## src/rtl/ysyx_25020037_icache_refill_if.sv

```systemverilog
// Bundle of the icache refill port and the AXI4 read-address/read-data
// channels used by the refill responder.
// slave  : the refill responder itself.
// master : the environment (icache side plus AXI slave side).
interface ysyx_25020037_icache_refill_if #(
    parameter int ADDR_WIDTH     = 32,
    parameter int BLOCK_SIZE     = 16,
    parameter int AXI_DATA_WIDTH = 32,
    parameter int ID_WIDTH       = 4
);
    logic                      mem_req;
    logic [ADDR_WIDTH-1:0]     mem_addr;
    logic [BLOCK_SIZE*8-1:0]   mem_data;
    logic                      mem_ready;
    logic                      mem_err;

    logic                      arvalid;
    logic                      arready;
    logic [ADDR_WIDTH-1:0]     araddr;
    logic [ID_WIDTH-1:0]       arid;
    logic [7:0]                arlen;
    logic [2:0]                arsize;
    logic [1:0]                arburst;

    logic                      rvalid;
    logic                      rready;
    logic [AXI_DATA_WIDTH-1:0] rdata;
    logic [1:0]                rresp;
    logic                      rlast;
    logic [ID_WIDTH-1:0]       rid;

    modport slave (
        input  mem_req, mem_addr, arready, rvalid, rdata, rresp, rlast, rid,
        output mem_data, mem_ready, mem_err,
        output arvalid, araddr, arid, arlen, arsize, arburst, rready
    );

    modport master (
        output mem_req, mem_addr, arready, rvalid, rdata, rresp, rlast, rid,
        input  mem_data, mem_ready, mem_err,
        input  arvalid, araddr, arid, arlen, arsize, arburst, rready
    );
endinterface

```

## src/rtl/ysyx_25020037_icache_refill.sv

```systemverilog
// icache refill responder: fetches one cache block over AXI4 read and
// returns it in one beat with a single-cycle mem_ready pulse.
// Build option: define YSYX_25020037_ICACHE_BURST_EN to fetch the block with
// one INCR burst; otherwise BEATS single-beat transactions are issued (for
// slaves without burst support).
//
// state  | meaning
// -------+-------------------------------------------------------------
// S_IDLE | waiting for mem_req, latches the block base address
// S_AR   | arvalid held with stable address until arready
// S_R    | rready high, beats written into mem_data in address order
// S_RESP | mem_ready (and mem_err) pulse for exactly one cycle
module ysyx_25020037_icache_refill #(
    parameter int ADDR_WIDTH     = 32,
    parameter int BLOCK_SIZE     = 16,
    parameter int AXI_DATA_WIDTH = 32,
    parameter int ID_WIDTH       = 4,
    parameter int AXI_ID         = 0
) (
    input  logic clk,
    input  logic rst,
    ysyx_25020037_icache_refill_if.slave bus
);
    localparam int BEATS = BLOCK_SIZE * 8 / AXI_DATA_WIDTH;
    localparam int BYTES = AXI_DATA_WIDTH / 8;
    localparam int CNT_W = (BEATS > 1) ? $clog2(BEATS) : 1;
    localparam logic [CNT_W-1:0] LAST_CNT = CNT_W'(BEATS - 1);

`ifdef YSYX_25020037_ICACHE_BURST_EN
    localparam bit BURST_EN = 1'b1;
`else
    localparam bit BURST_EN = 1'b0;
`endif

    typedef enum logic [1:0] {S_IDLE, S_AR, S_R, S_RESP} state_t;

    state_t                  state_q;
    logic [ADDR_WIDTH-1:0]   base_q;
    logic [ADDR_WIDTH-1:0]   araddr_q;
    logic [CNT_W-1:0]        cnt_q;
    logic                    err_q;
    logic                    arvalid_q;
    logic                    rready_q;
    logic                    mem_ready_q;
    logic                    mem_err_q;
    logic [BLOCK_SIZE*8-1:0] mem_data_q;

    logic                    beat_fire;
    logic                    beat_last;
    logic                    exp_rlast;
    logic                    beat_err;
    logic [CNT_W-1:0]        cnt_d;
    logic [ADDR_WIDTH-1:0]   next_addr_d;
    logic                    unused_rid;

    // Per-beat decode: handshake, last-beat detect, error and next single-beat address
    always_comb begin
        beat_fire   = bus.rvalid && rready_q;
        beat_last   = (cnt_q == LAST_CNT);
        // Single-beat transactions must each end with rlast; a burst only on the final beat.
        exp_rlast   = BURST_EN ? beat_last : 1'b1;
        beat_err    = (bus.rresp != 2'b00) || (bus.rlast != exp_rlast);
        cnt_d       = cnt_q + 1'b1;
        next_addr_d = base_q + ADDR_WIDTH'(cnt_d) * ADDR_WIDTH'(BYTES);
    end

    assign unused_rid = ^bus.rid;

    // Refill sequencer with registered AXI and icache-side outputs
    always_ff @(posedge clk) begin
        if (!rst) begin
            state_q     <= S_IDLE;
            base_q      <= '0;
            araddr_q    <= '0;
            cnt_q       <= '0;
            err_q       <= 1'b0;
            arvalid_q   <= 1'b0;
            rready_q    <= 1'b0;
            mem_ready_q <= 1'b0;
            mem_err_q   <= 1'b0;
            mem_data_q  <= '0;
        end else begin
            case (state_q)
                S_IDLE: begin
                    if (bus.mem_req) begin
                        base_q    <= bus.mem_addr;
                        araddr_q  <= bus.mem_addr;
                        arvalid_q <= 1'b1;
                        state_q   <= S_AR;
                    end
                end
                S_AR: begin
                    if (bus.arready) begin
                        arvalid_q <= 1'b0;
                        rready_q  <= 1'b1;
                        state_q   <= S_R;
                    end
                end
                S_R: begin
                    if (beat_fire) begin
                        for (int b = 0; b < BEATS; b++) begin
                            if (cnt_q == CNT_W'(b)) begin
                                mem_data_q[b*AXI_DATA_WIDTH +: AXI_DATA_WIDTH] <= bus.rdata;
                            end
                        end
                        cnt_q <= cnt_d;
                        err_q <= err_q | beat_err;
                        // The beat count alone ends the block; rlast only feeds the error flag.
                        if (beat_last) begin
                            rready_q    <= 1'b0;
                            mem_ready_q <= 1'b1;
                            mem_err_q   <= err_q | beat_err;
                            state_q     <= S_RESP;
                        end else if (!BURST_EN) begin
                            rready_q  <= 1'b0;
                            arvalid_q <= 1'b1;
                            araddr_q  <= next_addr_d;
                            state_q   <= S_AR;
                        end
                    end
                end
                S_RESP: begin
                    mem_ready_q <= 1'b0;
                    mem_err_q   <= 1'b0;
                    cnt_q       <= '0;
                    err_q       <= 1'b0;
                    state_q     <= S_IDLE;
                end
                default: state_q <= S_IDLE;
            endcase
        end
    end

    assign bus.mem_data  = mem_data_q;
    assign bus.mem_ready = mem_ready_q;
    assign bus.mem_err   = mem_err_q;
    assign bus.arvalid   = arvalid_q;
    assign bus.araddr    = araddr_q;
    assign bus.arid      = ID_WIDTH'(AXI_ID);
    assign bus.arlen     = BURST_EN ? 8'(BEATS - 1) : 8'd0;
    assign bus.arsize    = 3'($clog2(BYTES));
    assign bus.arburst   = 2'b01;
    assign bus.rready    = rready_q;
endmodule
```

## src/flat_wrapper.sv

```systemverilog
// flat-port wrapper written by rule: the top's interface ports become plain ports
module ysyx_25020037_icache_refill_flat 
#(
    parameter int ADDR_WIDTH     = 32,
    parameter int BLOCK_SIZE     = 16,
    parameter int AXI_DATA_WIDTH = 32,
    parameter int ID_WIDTH       = 4,
    parameter int AXI_ID         = 0
)
  (clk, rst, bus_mem_req, bus_mem_addr, bus_arready, bus_rvalid, bus_rdata, bus_rresp, bus_rlast, bus_rid, bus_mem_data, bus_mem_ready, bus_mem_err, bus_arvalid, bus_araddr, bus_arid, bus_arlen, bus_arsize, bus_arburst, bus_rready);
  ysyx_25020037_icache_refill_if #(.ADDR_WIDTH(ADDR_WIDTH), .BLOCK_SIZE(BLOCK_SIZE), .AXI_DATA_WIDTH(AXI_DATA_WIDTH), .ID_WIDTH(ID_WIDTH)) bus_i ();
  input  logic clk;
  input  logic rst;
  input wire logic [$bits(bus_i.mem_req)-1:0] bus_mem_req;
  input wire logic [$bits(bus_i.mem_addr)-1:0] bus_mem_addr;
  input wire logic [$bits(bus_i.arready)-1:0] bus_arready;
  input wire logic [$bits(bus_i.rvalid)-1:0] bus_rvalid;
  input wire logic [$bits(bus_i.rdata)-1:0] bus_rdata;
  input wire logic [$bits(bus_i.rresp)-1:0] bus_rresp;
  input wire logic [$bits(bus_i.rlast)-1:0] bus_rlast;
  input wire logic [$bits(bus_i.rid)-1:0] bus_rid;
  output wire logic [$bits(bus_i.mem_data)-1:0] bus_mem_data;
  output wire logic [$bits(bus_i.mem_ready)-1:0] bus_mem_ready;
  output wire logic [$bits(bus_i.mem_err)-1:0] bus_mem_err;
  output wire logic [$bits(bus_i.arvalid)-1:0] bus_arvalid;
  output wire logic [$bits(bus_i.araddr)-1:0] bus_araddr;
  output wire logic [$bits(bus_i.arid)-1:0] bus_arid;
  output wire logic [$bits(bus_i.arlen)-1:0] bus_arlen;
  output wire logic [$bits(bus_i.arsize)-1:0] bus_arsize;
  output wire logic [$bits(bus_i.arburst)-1:0] bus_arburst;
  output wire logic [$bits(bus_i.rready)-1:0] bus_rready;
  assign bus_i.mem_req = bus_mem_req;
  assign bus_i.mem_addr = bus_mem_addr;
  assign bus_i.arready = bus_arready;
  assign bus_i.rvalid = bus_rvalid;
  assign bus_i.rdata = bus_rdata;
  assign bus_i.rresp = bus_rresp;
  assign bus_i.rlast = bus_rlast;
  assign bus_i.rid = bus_rid;
  assign bus_mem_data = bus_i.mem_data;
  assign bus_mem_ready = bus_i.mem_ready;
  assign bus_mem_err = bus_i.mem_err;
  assign bus_arvalid = bus_i.arvalid;
  assign bus_araddr = bus_i.araddr;
  assign bus_arid = bus_i.arid;
  assign bus_arlen = bus_i.arlen;
  assign bus_arsize = bus_i.arsize;
  assign bus_arburst = bus_i.arburst;
  assign bus_rready = bus_i.rready;
  ysyx_25020037_icache_refill #(.ADDR_WIDTH(ADDR_WIDTH), .BLOCK_SIZE(BLOCK_SIZE), .AXI_DATA_WIDTH(AXI_DATA_WIDTH), .ID_WIDTH(ID_WIDTH), .AXI_ID(AXI_ID)) u_core (.clk(clk), .rst(rst), .bus(bus_i));
endmodule
```

## config.mk

```make
export PLATFORM = sky130hd
export DESIGN_NAME = ysyx_25020037_icache_refill_flat
export DESIGN_NICKNAME = d
export VERILOG_FILES = /design/src/rtl/ysyx_25020037_icache_refill_if.sv /design/src/rtl/ysyx_25020037_icache_refill.sv /design/src/flat_wrapper.sv
export SDC_FILE = /design/constraint.sdc
export NUM_CORES = 1
export LEC_CHECK = 0
export ABC_AREA = 1
export BUFFER_PORTS_ARGS = -buffer_cell sky130_fd_sc_hd__clkbuf_2
export CAP_MARGIN = 20
export CORE_MARGIN = 3
export CORE_UTILIZATION = 46
export CTS_BUF_LIST = sky130_fd_sc_hd__clkbuf_16
export CTS_CLUSTER_SIZE = 12
export DETAILED_ROUTE_END_ITERATION = 6
export GPL_ROUTABILITY_DRIVEN = 0
export HOLD_SLACK_MARGIN = 0.1
export PLACE_DENSITY = 0.81
export RECOVER_POWER = 50
export SLEW_MARGIN = 20
export SYNTH_ARGS = -nofsm -noshare
export SYNTH_HDL_FRONTEND = slang
export SYNTH_SLANG_ARGS = --single-unit
```

## constraint.sdc

```tcl
create_clock -name clk -period 1.8 [get_ports clk]
set_input_delay 0.09 -clock clk [delete_from_list [all_inputs] [get_ports clk]]
set_output_delay 0.09 -clock clk [all_outputs]
set_load 0.005 [all_outputs]
```

==> results.yml <==
sta:
  fmax_mhz: 540
  worst_pin_slew_ns: 0.639
  setup_viol: 10
  maxSlewHeadroom_pct: 57.4
  hold_viol_final: 0
  period_minus_slack_ns: 1.85
  finClkSkew_ns: 0.00962
  slew_viol_final: 0
  holdWs_ns: 0.123
  finalCritPeriodShare_pct: 103
  fin_ws_ns: -0.0527
  rsz0062_at_grt: "true"
synth:
  synth_seq_cells: 201
  yosys-top-cells-count: "nor2_1 (376), dfxtp_1 (201), o21ai_0 (186)"
  syn-instance-count: 1172
  synth_top_area_share_pct: 47.6
  synth.area.top_cells: "dfxtp_1 (48%), nor2_1 (17%), o21ai_0 (11%)"
  synth_area_mm2: 0.00845
  synth-edff-count: 0
  seq_area_frac_synth_pct: 47.6
  ys_warn_count: 0
  yosysTopAreaCell: "dfxtp_1"
  post-synth-top-count-cell: "nor2_1"
  async_reset_ff_share_pct: 0
  synth.distinct_cells: 34
  yosys_most_used_dff: "dfxtp_1"
  avgSynthCellArea_um2: 7.21
critical_path:
  end_kind: "register"
  crit_fanout: 5
  critPathKind: "register to register"
  required_ns: 2.23
  start_kind: "register"
  path_cells: "inv_4 -> ha_4 -> ha_4 -> nand2_4 -> nand2_4 -> nand3_4 -> nor2_4 -> buf_6 -> nand2_2 -> nand2_1 -> o22ai_2 -> a21oi_1"
  max_stage_delay_ns: 0.35
  crit_buf_inv: 2
  arrival_ns: 2.28
  critPathSlowestCell: "dfxtp_2"
  critPathTopFamily: "adder cells"
run:
  cap_violations: 0
route:
  drt_wl_total_mm: 27.6
  remaining_drc_errors: 0
  routedWlPerCell_um: 16.1
  ant_nets: 0
  drt_iter0_markers: 701
  drtPass1Iterations: 5
  viasPerCell: 5.23
  vias: 8965
outcome:
  violations: "negative setup slack"
  status: "finished, violations left"
placement:
  dp_cells: 1599
  dp_slack_ns: -0.107
  port_buffers: 235
  dp_hpwl_mm: 17.8
power:
  p_int_w: 0.00905
  p_comb_share_pct: 28.2
  p_leak_nw: 4.59
  power_w: 0.0137
  power_density_mw_per_mm2: 1210
  irDropWorstVdd_mv: 0.939
  power_frac_clock_pct: 31.1
  p_sw_share_pct: 33.7
  switching_power_w: 0.00461
  seqPwrFrac_pct: 40.7
hold_path:
  hp-class: "primary input to register"
die:
  rows: 48
  die_y_um: 142
  ios: 257
  start_util_pct: 47.9
  die_x_um: 142
  die_area_mm2: 0.0200
  core_region_area_mm2: 0.0177
finish:
  seq_area_mm2: 0.00403
  n_antenna_cell: 0
  n_fill_cell: 1517
  area_growth_pct: 33.7
  final_cells: 1713
  drive_above_1_share_pct: 17.7
  multi_input_area_mm2: 0.00405
  final_util_pct: 64.0
  nets: 1560
clock_tree:
  htree_levels: 1
  clk_latency_ns: 0.51
  clock-sinks: 201
  cts_inserted_buffers: 22
  cts-root-buf: "clkbuf_16"
  clk_path_buf_depth: 3
  clk_pin_slew_ns: 0.06
  cts_tree: "built"
grt:
  grt_max_degree: 142
  grt_pass1_vias: 8561
  grt_pass1_wl_mm: 43.3
  grt-ovfl-total: 0
  antenna_found_initial: 0
  grtUsageTotal_pct: 26.3
[layout make-up]
| type | count | share of cell area [%] |
|---|---|---|
| Timing Repair Buffer | 349 | 18.9 |
| Multi-Input combinational cell | 869 | 35.8 |
| Clock inverter | 13 | 1.07 |
| Inverter | 34 | 1.20 |
| Sequential cell | 201 | 35.6 |
| Tap cell | 225 | 2.49 |
| Clock buffer | 22 | 4.87 |
[worst register-to-register path, delay by kind of cell, from the launching register on]
family	cells	cell delay, ns
buffers and inverters	2	0.17
flip-flops	1	0.35
AND/OR/NAND/NOR	6	0.50
AO/OA/AOI/OAI	2	0.24
adder cells (fa/ha/maj)	2	0.53
[path summary, 6_finish.rpt]
kind,to,cells past startpoint,from,slack (ns)
worst max-delay path,u_core.bus.araddr[15],12,u_core.cnt_q[0],-0.05
worst min-delay path,u_core.bus.araddr[23],3,rst,0.12
worst max register to register,u_core.bus.araddr[15],12,u_core.cnt_q[0],-0.05
worst min register to register,u_core.bus.araddr[6],1,u_core.bus.araddr[6],0.47
[logic make-up (layout without fill, tap and decap cells)]
family | after synthesis | after routing | synth area share, %
compound gates | 247 | 247 | 15.3
xor+xnor | 8 | 8 | 0.829
fa+ha+maj | 7 | 7 | 1.13
buf+inv | 117 | 418 | 6.84
flops | 201 | 201 | 47.6
other cells | 2 | 17 | 0.0889
simple gates | 590 | 590 | 28.2
[power by group through the flow]
stage               sequential [W]  combinational [W]  clock [W]
global route               0.00562            0.00427    0.00447
finish                     0.00556            0.00385    0.00425
global placement           0.00561            0.00357          0
detailed placement         0.00561            0.00363          0
floorplan                  0.00549            0.00250          0
CTS                        0.00554            0.00382    0.00431
[state kept, by name, indices dropped and copies added, names as in the netlist]
name and count:
u_core.bus.mem_data 128, u_core.base_q 32, u_core.bus.araddr 32, u_core.cnt_q 2
u_core.state_q 2, u_core.bus.arvalid 1, u_core.bus.mem_err 1, u_core.bus.mem_ready 1
u_core.bus.rready 1, u_core.err_q 1
[cell usage in the layout, fill, tap and decap left out, drive strengths merged]
cell         count
a211oi           1
a21oi           51
a31oi            1
buf             45
bufinv           2
clkbuf         254
clkinv           5
conb            17
dfxtp          201
dlygate4sd3     72
fa               1
ha               6
inv             40
nand2          152
nand3           26
nand3b          12
nand4            1
nor2           394
o211ai           1
o21a             1
o21ai          187
o22ai            5
or2              5
xnor2            7
xor2             1
[metrics by stage]
step | TNS [ns] | area (µm²)
after floorplan | 0 | 8540
after global placement | -0.157 | 9890
after detailed placement | -1.01 | 9890
after CTS | -0.0630 | 11400
after global routing | -2.38 | 11300
final | -0.205 | 11300
[per-layer routing]
layer | share of wire [%] | GRT usage [%]
met1 | 38 | 30.6
met2 | 50 | 47.3
met3 | 8.1 | 4.58
met4 | 4.0 | 11.3
met5 | 0 | 0
[timing repair]
item | CTS | global route
pin swaps | 10 | 22
hold endpoints to repair | 200 | 0
hold buffers | 72 | 0
buffers inserted | 3 | 4
gates resized for setup | 21 | 20
endpoints found under the setup margin | 44 | 63
Note: power is estimated with default switching activity, not from simulation.
